**config.mk**
```make
export PLATFORM = sky130hd
export DESIGN_NAME = ex_operand_stage_flat
export DESIGN_NICKNAME = d
export VERILOG_FILES = /design/src/rtl/ex_operand_stage_if.sv /design/src/rtl/ex_operand_stage.sv /design/src/flat_wrapper.sv
export SDC_FILE = /design/constraint.sdc
export NUM_CORES = 1
export LEC_CHECK = 0
export ABC_AREA = 0
export CAP_MARGIN = 20
export CORE_MARGIN = 4
export CORE_UTILIZATION = 40
export CTS_CLUSTER_SIZE = 20
export DETAILED_ROUTE_END_ITERATION = 8
export PLACE_DENSITY = 0.71
export SYNTH_ARGS = -nofsm -noshare
export SYNTH_HDL_FRONTEND = slang
export SYNTH_SLANG_ARGS = --single-unit
```
**constraint.sdc**
```tcl
create_clock -name iClk -period 2.16 [get_ports iClk]
set_clock_uncertainty 0.05 [all_clocks]
set_input_delay 0.216 -clock iClk [delete_from_list [all_inputs] [get_ports iClk]]
set_output_delay 0.216 -clock iClk [all_outputs]
set_load 0.01 [all_outputs]
```
**src/rtl/ex_operand_stage_if.sv**
```systemverilog
// ex_operand_stage_if: decode-side instruction fields, forwarding sources,
// pipeline control and E-stage results of the ID/EX operand stage.
//   master : drives decode fields, forwarding sources, iStall/iFlush; reads E outputs
//   slave  : the operand stage itself
interface ex_operand_stage_if;
   // decode stage
   logic        iValidD;
   logic [4:0]  iRsD, iRtD, iRdD;
   logic [31:0] iRsValD, iRtValD;
   logic [31:0] iImmD;
   logic [4:0]  iShamtD;
   logic        iASelD, iBSelD;
   logic [5:0]  iALUFunD;
   logic        iSignD;
   logic        iRegWrD, iMemRdD, iMemWrD;
   // forwarding sources
   logic        iRegWrM;
   logic [4:0]  iRdM;
   logic [31:0] iResultM;
   logic        iRegWrW;
   logic [4:0]  iRdW;
   logic [31:0] iResultW;
   // pipeline control
   logic        iStall, iFlush;
   // E-stage results
   logic        oStallD;
   logic [31:0] oA, oB;
   logic [5:0]  oALUFun;
   logic        oSign;
   logic        oValidE, oRegWrE, oMemRdE, oMemWrE;
   logic [4:0]  oRdE;
   logic [31:0] oStoreDataE;

   modport master (
      output iValidD, iRsD, iRtD, iRdD, iRsValD, iRtValD, iImmD, iShamtD,
             iASelD, iBSelD, iALUFunD, iSignD, iRegWrD, iMemRdD, iMemWrD,
             iRegWrM, iRdM, iResultM, iRegWrW, iRdW, iResultW, iStall, iFlush,
      input  oStallD, oA, oB, oALUFun, oSign, oValidE, oRegWrE, oMemRdE,
             oMemWrE, oRdE, oStoreDataE
   );

   modport slave (
      input  iValidD, iRsD, iRtD, iRdD, iRsValD, iRtValD, iImmD, iShamtD,
             iASelD, iBSelD, iALUFunD, iSignD, iRegWrD, iMemRdD, iMemWrD,
             iRegWrM, iRdM, iResultM, iRegWrW, iRdW, iResultW, iStall, iFlush,
      output oStallD, oA, oB, oALUFun, oSign, oValidE, oRegWrE, oMemRdE,
             oMemWrE, oRdE, oStoreDataE
   );
endinterface

```
**src/rtl/ex_operand_stage.sv**
```systemverilog
// ex_operand_stage: ID/EX register of the five-stage MIPS core. Captures the
// decoded instruction (with MEM/WB capture bypass), selects ALU operands with
// EX/MEM and MEM/WB forwarding, and detects load-use hazards.
//   iClk  : rising-edge clock
//   iRst  : synchronous active-high reset
//   bus   : slave side of ex_operand_stage_if (decode fields, forwarding
//           sources, iStall/iFlush in; operands, E flags, oStallD out)
module ex_operand_stage (
   input  logic               iClk,
   input  logic               iRst,
   ex_operand_stage_if.slave  bus
);
   localparam int unsigned DW = 32;
   localparam int unsigned RW = 5;
   localparam int unsigned FW = 6;

   logic          validE;
   logic [RW-1:0] rsE, rtE, rdE, shamtE;
   logic [DW-1:0] rsValE, rtValE, immE;
   logic          aSelE, bSelE;
   logic [FW-1:0] aluFunE;
   logic          signE, regWrE, memRdE, memWrE;

   logic [DW-1:0] capRs, capRt, fwdRs, fwdRt;
   logic          hazard;

   // A write to register 0 is discarded, so it never matches a source.
   function automatic logic hit(input logic wr, input logic [RW-1:0] dst,
                                input logic [RW-1:0] src);
      return wr && (dst != RW'(0)) && (dst == src);
   endfunction

   // Capture bypass: WB writes the RF in the same cycle decode reads it.
   always_comb begin
      capRs = bus.iRsValD;
      capRt = bus.iRtValD;
      if (hit(bus.iRegWrW, bus.iRdW, bus.iRsD)) capRs = bus.iResultW;
      if (hit(bus.iRegWrW, bus.iRdW, bus.iRtD)) capRt = bus.iResultW;
   end

   // Operand forwarding, MEM has priority over WB (it is the younger write).
   always_comb begin
      fwdRs = rsValE;
      fwdRt = rtValE;
      if (hit(bus.iRegWrM, bus.iRdM, rsE))      fwdRs = bus.iResultM;
      else if (hit(bus.iRegWrW, bus.iRdW, rsE)) fwdRs = bus.iResultW;
      if (hit(bus.iRegWrM, bus.iRdM, rtE))      fwdRt = bus.iResultM;
      else if (hit(bus.iRegWrW, bus.iRdW, rtE)) fwdRt = bus.iResultW;
   end

   // Load in E feeding the instruction in D cannot be forwarded in time.
   always_comb begin
      hazard = validE && memRdE && bus.iValidD &&
               (hit(1'b1, rdE, bus.iRsD) || hit(1'b1, rdE, bus.iRtD));
   end

   // E register: reset > flush > stall (hold) > hazard bubble > capture.
   always_ff @(posedge iClk) begin
      if (iRst) begin
         validE  <= 1'b0;
         rsE     <= '0;
         rtE     <= '0;
         rdE     <= '0;
         shamtE  <= '0;
         rsValE  <= '0;
         rtValE  <= '0;
         immE    <= '0;
         aSelE   <= 1'b0;
         bSelE   <= 1'b0;
         aluFunE <= '0;
         signE   <= 1'b0;
         regWrE  <= 1'b0;
         memRdE  <= 1'b0;
         memWrE  <= 1'b0;
      end else if (bus.iFlush) begin
         validE <= 1'b0;
      end else if (!bus.iStall) begin
         if (hazard) begin
            validE <= 1'b0;
         end else begin
            validE  <= bus.iValidD;
            rsE     <= bus.iRsD;
            rtE     <= bus.iRtD;
            rdE     <= bus.iRdD;
            shamtE  <= bus.iShamtD;
            rsValE  <= capRs;
            rtValE  <= capRt;
            immE    <= bus.iImmD;
            aSelE   <= bus.iASelD;
            bSelE   <= bus.iBSelD;
            aluFunE <= bus.iALUFunD;
            signE   <= bus.iSignD;
            regWrE  <= bus.iRegWrD;
            memRdE  <= bus.iMemRdD;
            memWrE  <= bus.iMemWrD;
         end
      end
   end

   assign bus.oA          = aSelE ? {(DW-RW)'(0), shamtE} : fwdRs;
   assign bus.oB          = bSelE ? immE : fwdRt;
   assign bus.oStoreDataE = fwdRt;
   assign bus.oALUFun     = aluFunE;
   assign bus.oSign       = signE;
   assign bus.oValidE     = validE;
   assign bus.oRegWrE     = validE & regWrE;
   assign bus.oMemRdE     = validE & memRdE;
   assign bus.oMemWrE     = validE & memWrE;
   assign bus.oRdE        = rdE;
   assign bus.oStallD     = hazard;
endmodule

```
**src/flat_wrapper.sv**
```systemverilog
// flat-port wrapper written by rule: the top's interface ports become plain ports
module ex_operand_stage_flat 
  (iClk, iRst, bus_iValidD, bus_iRsD, bus_iRtD, bus_iRdD, bus_iRsValD, bus_iRtValD, bus_iImmD, bus_iShamtD, bus_iASelD, bus_iBSelD, bus_iALUFunD, bus_iSignD, bus_iRegWrD, bus_iMemRdD, bus_iMemWrD, bus_iRegWrM, bus_iRdM, bus_iResultM, bus_iRegWrW, bus_iRdW, bus_iResultW, bus_iStall, bus_iFlush, bus_oStallD, bus_oA, bus_oB, bus_oALUFun, bus_oSign, bus_oValidE, bus_oRegWrE, bus_oMemRdE, bus_oMemWrE, bus_oRdE, bus_oStoreDataE);
  ex_operand_stage_if bus_i ();
  input  logic iClk;
  input  logic iRst;
  input wire logic [$bits(bus_i.iValidD)-1:0] bus_iValidD;
  input wire logic [$bits(bus_i.iRsD)-1:0] bus_iRsD;
  input wire logic [$bits(bus_i.iRtD)-1:0] bus_iRtD;
  input wire logic [$bits(bus_i.iRdD)-1:0] bus_iRdD;
  input wire logic [$bits(bus_i.iRsValD)-1:0] bus_iRsValD;
  input wire logic [$bits(bus_i.iRtValD)-1:0] bus_iRtValD;
  input wire logic [$bits(bus_i.iImmD)-1:0] bus_iImmD;
  input wire logic [$bits(bus_i.iShamtD)-1:0] bus_iShamtD;
  input wire logic [$bits(bus_i.iASelD)-1:0] bus_iASelD;
  input wire logic [$bits(bus_i.iBSelD)-1:0] bus_iBSelD;
  input wire logic [$bits(bus_i.iALUFunD)-1:0] bus_iALUFunD;
  input wire logic [$bits(bus_i.iSignD)-1:0] bus_iSignD;
  input wire logic [$bits(bus_i.iRegWrD)-1:0] bus_iRegWrD;
  input wire logic [$bits(bus_i.iMemRdD)-1:0] bus_iMemRdD;
  input wire logic [$bits(bus_i.iMemWrD)-1:0] bus_iMemWrD;
  input wire logic [$bits(bus_i.iRegWrM)-1:0] bus_iRegWrM;
  input wire logic [$bits(bus_i.iRdM)-1:0] bus_iRdM;
  input wire logic [$bits(bus_i.iResultM)-1:0] bus_iResultM;
  input wire logic [$bits(bus_i.iRegWrW)-1:0] bus_iRegWrW;
  input wire logic [$bits(bus_i.iRdW)-1:0] bus_iRdW;
  input wire logic [$bits(bus_i.iResultW)-1:0] bus_iResultW;
  input wire logic [$bits(bus_i.iStall)-1:0] bus_iStall;
  input wire logic [$bits(bus_i.iFlush)-1:0] bus_iFlush;
  output wire logic [$bits(bus_i.oStallD)-1:0] bus_oStallD;
  output wire logic [$bits(bus_i.oA)-1:0] bus_oA;
  output wire logic [$bits(bus_i.oB)-1:0] bus_oB;
  output wire logic [$bits(bus_i.oALUFun)-1:0] bus_oALUFun;
  output wire logic [$bits(bus_i.oSign)-1:0] bus_oSign;
  output wire logic [$bits(bus_i.oValidE)-1:0] bus_oValidE;
  output wire logic [$bits(bus_i.oRegWrE)-1:0] bus_oRegWrE;
  output wire logic [$bits(bus_i.oMemRdE)-1:0] bus_oMemRdE;
  output wire logic [$bits(bus_i.oMemWrE)-1:0] bus_oMemWrE;
  output wire logic [$bits(bus_i.oRdE)-1:0] bus_oRdE;
  output wire logic [$bits(bus_i.oStoreDataE)-1:0] bus_oStoreDataE;
  assign bus_i.iValidD = bus_iValidD;
  assign bus_i.iRsD = bus_iRsD;
  assign bus_i.iRtD = bus_iRtD;
  assign bus_i.iRdD = bus_iRdD;
  assign bus_i.iRsValD = bus_iRsValD;
  assign bus_i.iRtValD = bus_iRtValD;
  assign bus_i.iImmD = bus_iImmD;
  assign bus_i.iShamtD = bus_iShamtD;
  assign bus_i.iASelD = bus_iASelD;
  assign bus_i.iBSelD = bus_iBSelD;
  assign bus_i.iALUFunD = bus_iALUFunD;
  assign bus_i.iSignD = bus_iSignD;
  assign bus_i.iRegWrD = bus_iRegWrD;
  assign bus_i.iMemRdD = bus_iMemRdD;
  assign bus_i.iMemWrD = bus_iMemWrD;
  assign bus_i.iRegWrM = bus_iRegWrM;
  assign bus_i.iRdM = bus_iRdM;
  assign bus_i.iResultM = bus_iResultM;
  assign bus_i.iRegWrW = bus_iRegWrW;
  assign bus_i.iRdW = bus_iRdW;
  assign bus_i.iResultW = bus_iResultW;
  assign bus_i.iStall = bus_iStall;
  assign bus_i.iFlush = bus_iFlush;
  assign bus_oStallD = bus_i.oStallD;
  assign bus_oA = bus_i.oA;
  assign bus_oB = bus_i.oB;
  assign bus_oALUFun = bus_i.oALUFun;
  assign bus_oSign = bus_i.oSign;
  assign bus_oValidE = bus_i.oValidE;
  assign bus_oRegWrE = bus_i.oRegWrE;
  assign bus_oMemRdE = bus_i.oMemRdE;
  assign bus_oMemWrE = bus_i.oMemWrE;
  assign bus_oRdE = bus_i.oRdE;
  assign bus_oStoreDataE = bus_i.oStoreDataE;
  ex_operand_stage u_core (.iClk(iClk), .iRst(iRst), .bus(bus_i));
endmodule
```
== Word-level counts from Yosys, hierarchy flattened ==
Index checks and enable logic that the tools add are counted.
Storage, ports and cells
  memory bits (writable): 0
  output and inout port bits: 113
  bits in latches: 0
  memories: 0
  logic and storage cells: 57
  register bits after elaboration: 129
  memory bits (read-only): 0
Operators by class
  reductions and logical operators: 19
  magnitude comparators: 0
  multiplexer cells: 9
  shift operators: 0
  div/mod/pow operators: 0
  bitwise operators: 6
  add/subtract/negate cells: 0
  equality and inequality tests: 8
  multiply operators: 0
Operators with widths (number)
  32-bit 2-to-1 mux: 8
  5-bit equality test: 8
  5-bit nonzero test: 3
  1-bit logical AND: 13
  1-bit bitwise AND: 3
  1-bit inverter: 3
  3-bit AND reduction: 1
  2-bit OR reduction: 1
  1-bit logical OR: 1
  1-bit 2-to-1 mux: 1

== Longest topological paths before layout ==
  depth after elaboration: 6
  mapped depth: 8
  gate-level depth less buffers: 5

== Worst setup path after synthesis ==
OpenSTA, ideal clock, no wires.
  path kind: input-to-output
  start point: input port bus_iRdW[4]
  end point: output port bus_oA[11]
  path buffers: 3
  cell stages on the path: 8
  arrival: 1.998 ns
  required time: 1.894 ns
  path slack: -0.104 ns
  path through: buf_2 > or4_4 > o21a_1 > and3_1 > buf_6 > buf_6 > mux2i_1 > a211oi_1
Between the ends
  longest elaborated chain between the ends: 6
  elaborated cells between the ends (all ways): 7
  classes of those cells: eq/ne: 1; mux: 3; reduce/logical: 3
RTL lines
  start: declaration: line flat_wrapper.sv:26  | input wire logic [$bits(bus_i.iRdW)-1:0] bus_iRdW;
  5-bit nonzero test: line ex_operand_stage.sv:30  | return wr && (dst != RW'(0)) && (dst == src);
  1-bit logical AND: line ex_operand_stage.sv:30
  1-bit logical AND (*): line ex_operand_stage.sv:30
  32-bit 2-to-1 mux (*): line ex_operand_stage.sv:46  | else if (hit(bus.iRegWrW, bus.iRdW, rsE)) fwdRs = bus.iResultW;
  32-bit 2-to-1 mux (*): line ex_operand_stage.sv:45  | if (hit(bus.iRegWrM, bus.iRdM, rsE)) fwdRs = bus.iResultM;
  32-bit 2-to-1 mux (*): line ex_operand_stage.sv:100  | assign bus.oA = aSelE ? {(DW-RW)'(0), shamtE} : fwdRs;
  end: declaration: line flat_wrapper.sv:31  | output wire logic [$bits(bus_i.oA)-1:0] bus_oA;
Every way passes the cells marked *; elsewhere a longest branch is shown, timed or not.

== Worst setup path after layout ==
  start point: register u_core.rsE[0]
  end point: output port bus_oA[10]
Between the ends
  longest elaborated chain between the ends: 5
  elaborated cells between the ends (all ways): 7
  classes of those cells: eq/ne: 2; mux: 3; reduce/logical: 2
RTL lines
  start: declaration: line ex_operand_stage.sv:18  | logic [RW-1:0] rsE, rtE, rdE, shamtE;
  start signal: assignment: line ex_operand_stage.sv:82  | rsE <= bus.iRsD;
  5-bit equality test: line ex_operand_stage.sv:30
  1-bit logical AND: line ex_operand_stage.sv:30
  32-bit 2-to-1 mux: line ex_operand_stage.sv:46
  32-bit 2-to-1 mux (*): line ex_operand_stage.sv:45
  32-bit 2-to-1 mux (*): line ex_operand_stage.sv:100
Marked as above.

==> flow_metrics.env <==
export IMPL_port_buffers=321
export IMPL_route_layer_met1_wl_um=18900
export IMPL_cts_sinks=129
export IMPL_dieWidth_um=163
export IMPL_power_density_nw_per_um2=488
export IMPL_fmax_mhz=353
export IMPL_wl_met3_um=5630
export IMPL_vias=12000
export IMPL_critical_path_class="flip-flop to output pin"
export IMPL_hold_path_class="primary input to flip-flop"
export IMPL_pwr_share_clk=0.336
export IMPL_syn2layout_area_growth_pct=89.6
export IMPL_p_seq_frac=0.295
export IMPL_ios=322
export IMPL_synth_avg_cell_area_um2=8.43
export IMPL_start_kind="flip-flop"
export IMPL_die_area_um2=26500
export IMPL_setup_viol=96
export IMPL_pwr_share_comb=0.369
export IMPL_tightest_slew_ps=524
export IMPL_holdPathStages=3
export IMPL_synth_top_area_frac=0.269
export IMPL_cts_tree="yes"
export IMPL_p_leak_uw=0.00678
export IMPL_die_h_um=163
export IMPL_dr_pass1_iters=5
export IMPL_ys_seq_area_frac=0.269
export IMPL_synth_edff_count=0
export IMPL_period_needed_ps=2830
export IMPL_dp_final_hpwl_um=29900
export IMPL_violations="setup timing"
export IMPL_synth_top_cell_by_area="dfxtp_1"
export IMPL_drcViolationCount=0
export IMPL_ant_nets=0
export IMPL_stdcell_count=1922
export IMPL_insertion_delay_ps=430
export IMPL_cts_root_buffer="clkbuf_16"
export IMPL_synth_seq_cells=129
export IMPL_setup_slack_ps=-671
export IMPL_async_flop_share=0
export IMPL_yosys_top_cells_count="dfxtp_1 (129), nand2b_1 (128), o31ai_1 (101)"
export IMPL_gr_usage_all_layers=0.334
export IMPL_clk_pin_slew_ps=70
export IMPL_netlist_area_um2=9590
export IMPL_clk_path_buf_depth=2
export IMPL_relSlewSlack=0.650
export IMPL_start_util=0.407
export IMPL_yosys_warnings=0
export IMPL_sw_frac_of_total=0.339
export IMPL_hold_viol=0
export IMPL_dr_wl_met2_um=23500
export IMPL_layout_nets=1796
export IMPL_dr_max_layer_used="met4"
export IMPL_h_tree_depth=4
export IMPL_syn_num_nets=1346
export IMPL_synthCells=1137
export IMPL_crit_path_end_kind="output pin"
export IMPL_yosys_most_used_dff="dfxtp_1"
export IMPL_num_rows=56
export IMPL_grt_max_degree=56
export IMPL_fin_crit_sh=1.31
export IMPL_outcome="finished with violations"
export IMPL_crit_arrival_ps=2570
export IMPL_ir_drop_mv=0.540
export IMPL_drt_total_wl_um=51500
export IMPL_p_total_uw=8870
export IMPL_cts_buffers=17
export IMPL_reg2reg_depth=8
export IMPL_core_area_um2=23500
export IMPL_antenna_found_initial=3
export IMPL_viasPerCell=6.26
export IMPL_postCtsHoldBufs=0
export IMPL_cap_viol_max_count=0
export IMPL_cp_max_fo=5
export IMPL_drt_iter0_drc=1583
export IMPL_p_int_uw=5870
export IMPL_placed_cells=1806
export IMPL_drive_gt1_frac=0.427
export IMPL_maxSlewViolCount=0
export IMPL_ys_top_cells_by_area="dfxtp_1 (27%), mux2_2 (11%), mux2i_1 (9.5%), nand2b_1 (8.4%), o31ai_1 (7.9%)"
export IMPL_yosysUniqueCellTypes=36
export IMPL_drt_wirelength_per_cell_um=26.8
export IMPL_synth_most_common_cell="dfxtp_1"
export IMPL_hold_ws_ps=294
export IMPL_p_sw_uw=3010
export IMPL_grt_pass1_vias=11600
export IMPL_grt_pass1_wl_um=68800
export IMPL_rsz0062_at_grt="true"
export IMPL_grt_remaining_overflow=0
export IMPL_finalSetupTns_ps=-38830
export IMPL_crit_required_ps=1890
export IMPL_place_congestion=0.970
timing repair:
action	CTS	global route
endpoints found under the setup margin	98	213
buffers inserted	47	22
gates cloned	17	13
resized for setup	642	192
endpoints found under the hold margin	0	0
pin swaps	61	50
layout by cell type (no fill, tap or decap), drive strengths merged, types with 37 or more instances in the layout:
cell type | Yosys | layout
a21oi | 64 | 64
a31oi | 37 | 37
buf | 65 | 333
clkdlybuf4s50 | 0 | 212
dfxtp | 129 | 129
mux2 | 96 | 96
mux2i | 91 | 91
nand2b | 128 | 128
nand4 | 96 | 96
nor2 | 41 | 41
nor2b | 60 | 60
o31ai | 101 | 101
power by group through the flow:
stage	clock network [uW]	logic (uW)	registers, uW
floorplan	0	1110	2610
global placement	0	2470	2630
detailed placement	0	2480	2640
CTS	2980	2870	2600
global route	3070	3380	2630
finish	2980	3270	2620
worst max-delay path: stages (launching register included):
cell	delay (ps)
dfxtp_4	370
xor2_4	160
nor4_4	350
and3_4	320
buf_12	130
buf_16	110
mux2i_1	350
a211oi_2	170
buf_2	170
logic make-up after synthesis:
group / synth area share
compound gates: 0.170
xor+xnor: 0.0365
buf+inv: 0.0726
flops: 0.269
mux: 0.208
simple gates: 0.244
final cells by class:
class | instances | area [um^2]
multi-input combinational | 862 | 8190
timing repair buffer | 572 | 6360
fill | 1489 | 5370
sequential | 129 | 2620
clock buffer | 18 | 439
tap | 319 | 399
clock inverter | 14 | 146
inverter | 5 | 18.8
antenna | 3 | 7.51
path summary, 6_finish.rpt:
check / slack, ps / to / startpoint
setup / recovery: -670 / bus_oA[10] / u_core.rsE[0]$_SDFFE_PP0P_
hold reg to reg: 420 / u_core.bus.oALUFun[4]$_SDFFE_PP0P_ / u_core.bus.oALUFun[4]$_SDFFE_PP0P_
hold / removal: 290 / u_core.bus.oALUFun[5]$_SDFFE_PP0P_ / bus_iALUFunD[5]
setup reg to reg: 0 / u_core.immE[20]$_SDFFE_PP0P_ / u_core.bus.oRdE[2]$_SDFFE_PP0P_
metrics by stage:
stage	setup slack, ps	area (um^2)	utilization
2_1_floorplan	-27.8	9830	-
3_3_place_gp	-1080	14500	0.616
6_report	-671	18200	0.772
4_1_cts	-517	17000	0.721
3_5_place_dp	-1080	14500	0.616
5_1_grt	-711	18200	0.772
layer usage:
metal  GRT usage  up-vias
li1            -     5128
met1       0.402     5733
met2       0.552      912
met3      0.0871      266
met4       0.165        0
met5           0        -
sequential cells by signal (all words and copies together), names as in the netlist:
| register | flops |
|---|---|
| u_core.immE | 32 |
| u_core.rtValE | 32 |
| u_core.bus.oALUFun | 6 |
| u_core.bus.oSign | 1 |
| u_core.bSelE | 1 |
| u_core.rsE | 5 |
| u_core.bus.oRdE | 5 |
| u_core.rsValE | 32 |
| u_core.regWrE | 1 |
| u_core.memRdE | 1 |
| u_core.rtE | 5 |
| u_core.bus.oValidE | 1 |
| u_core.shamtE | 5 |
| u_core.memWrE | 1 |
| u_core.aSelE | 1 |
Power figures use the tool's default switching activity.
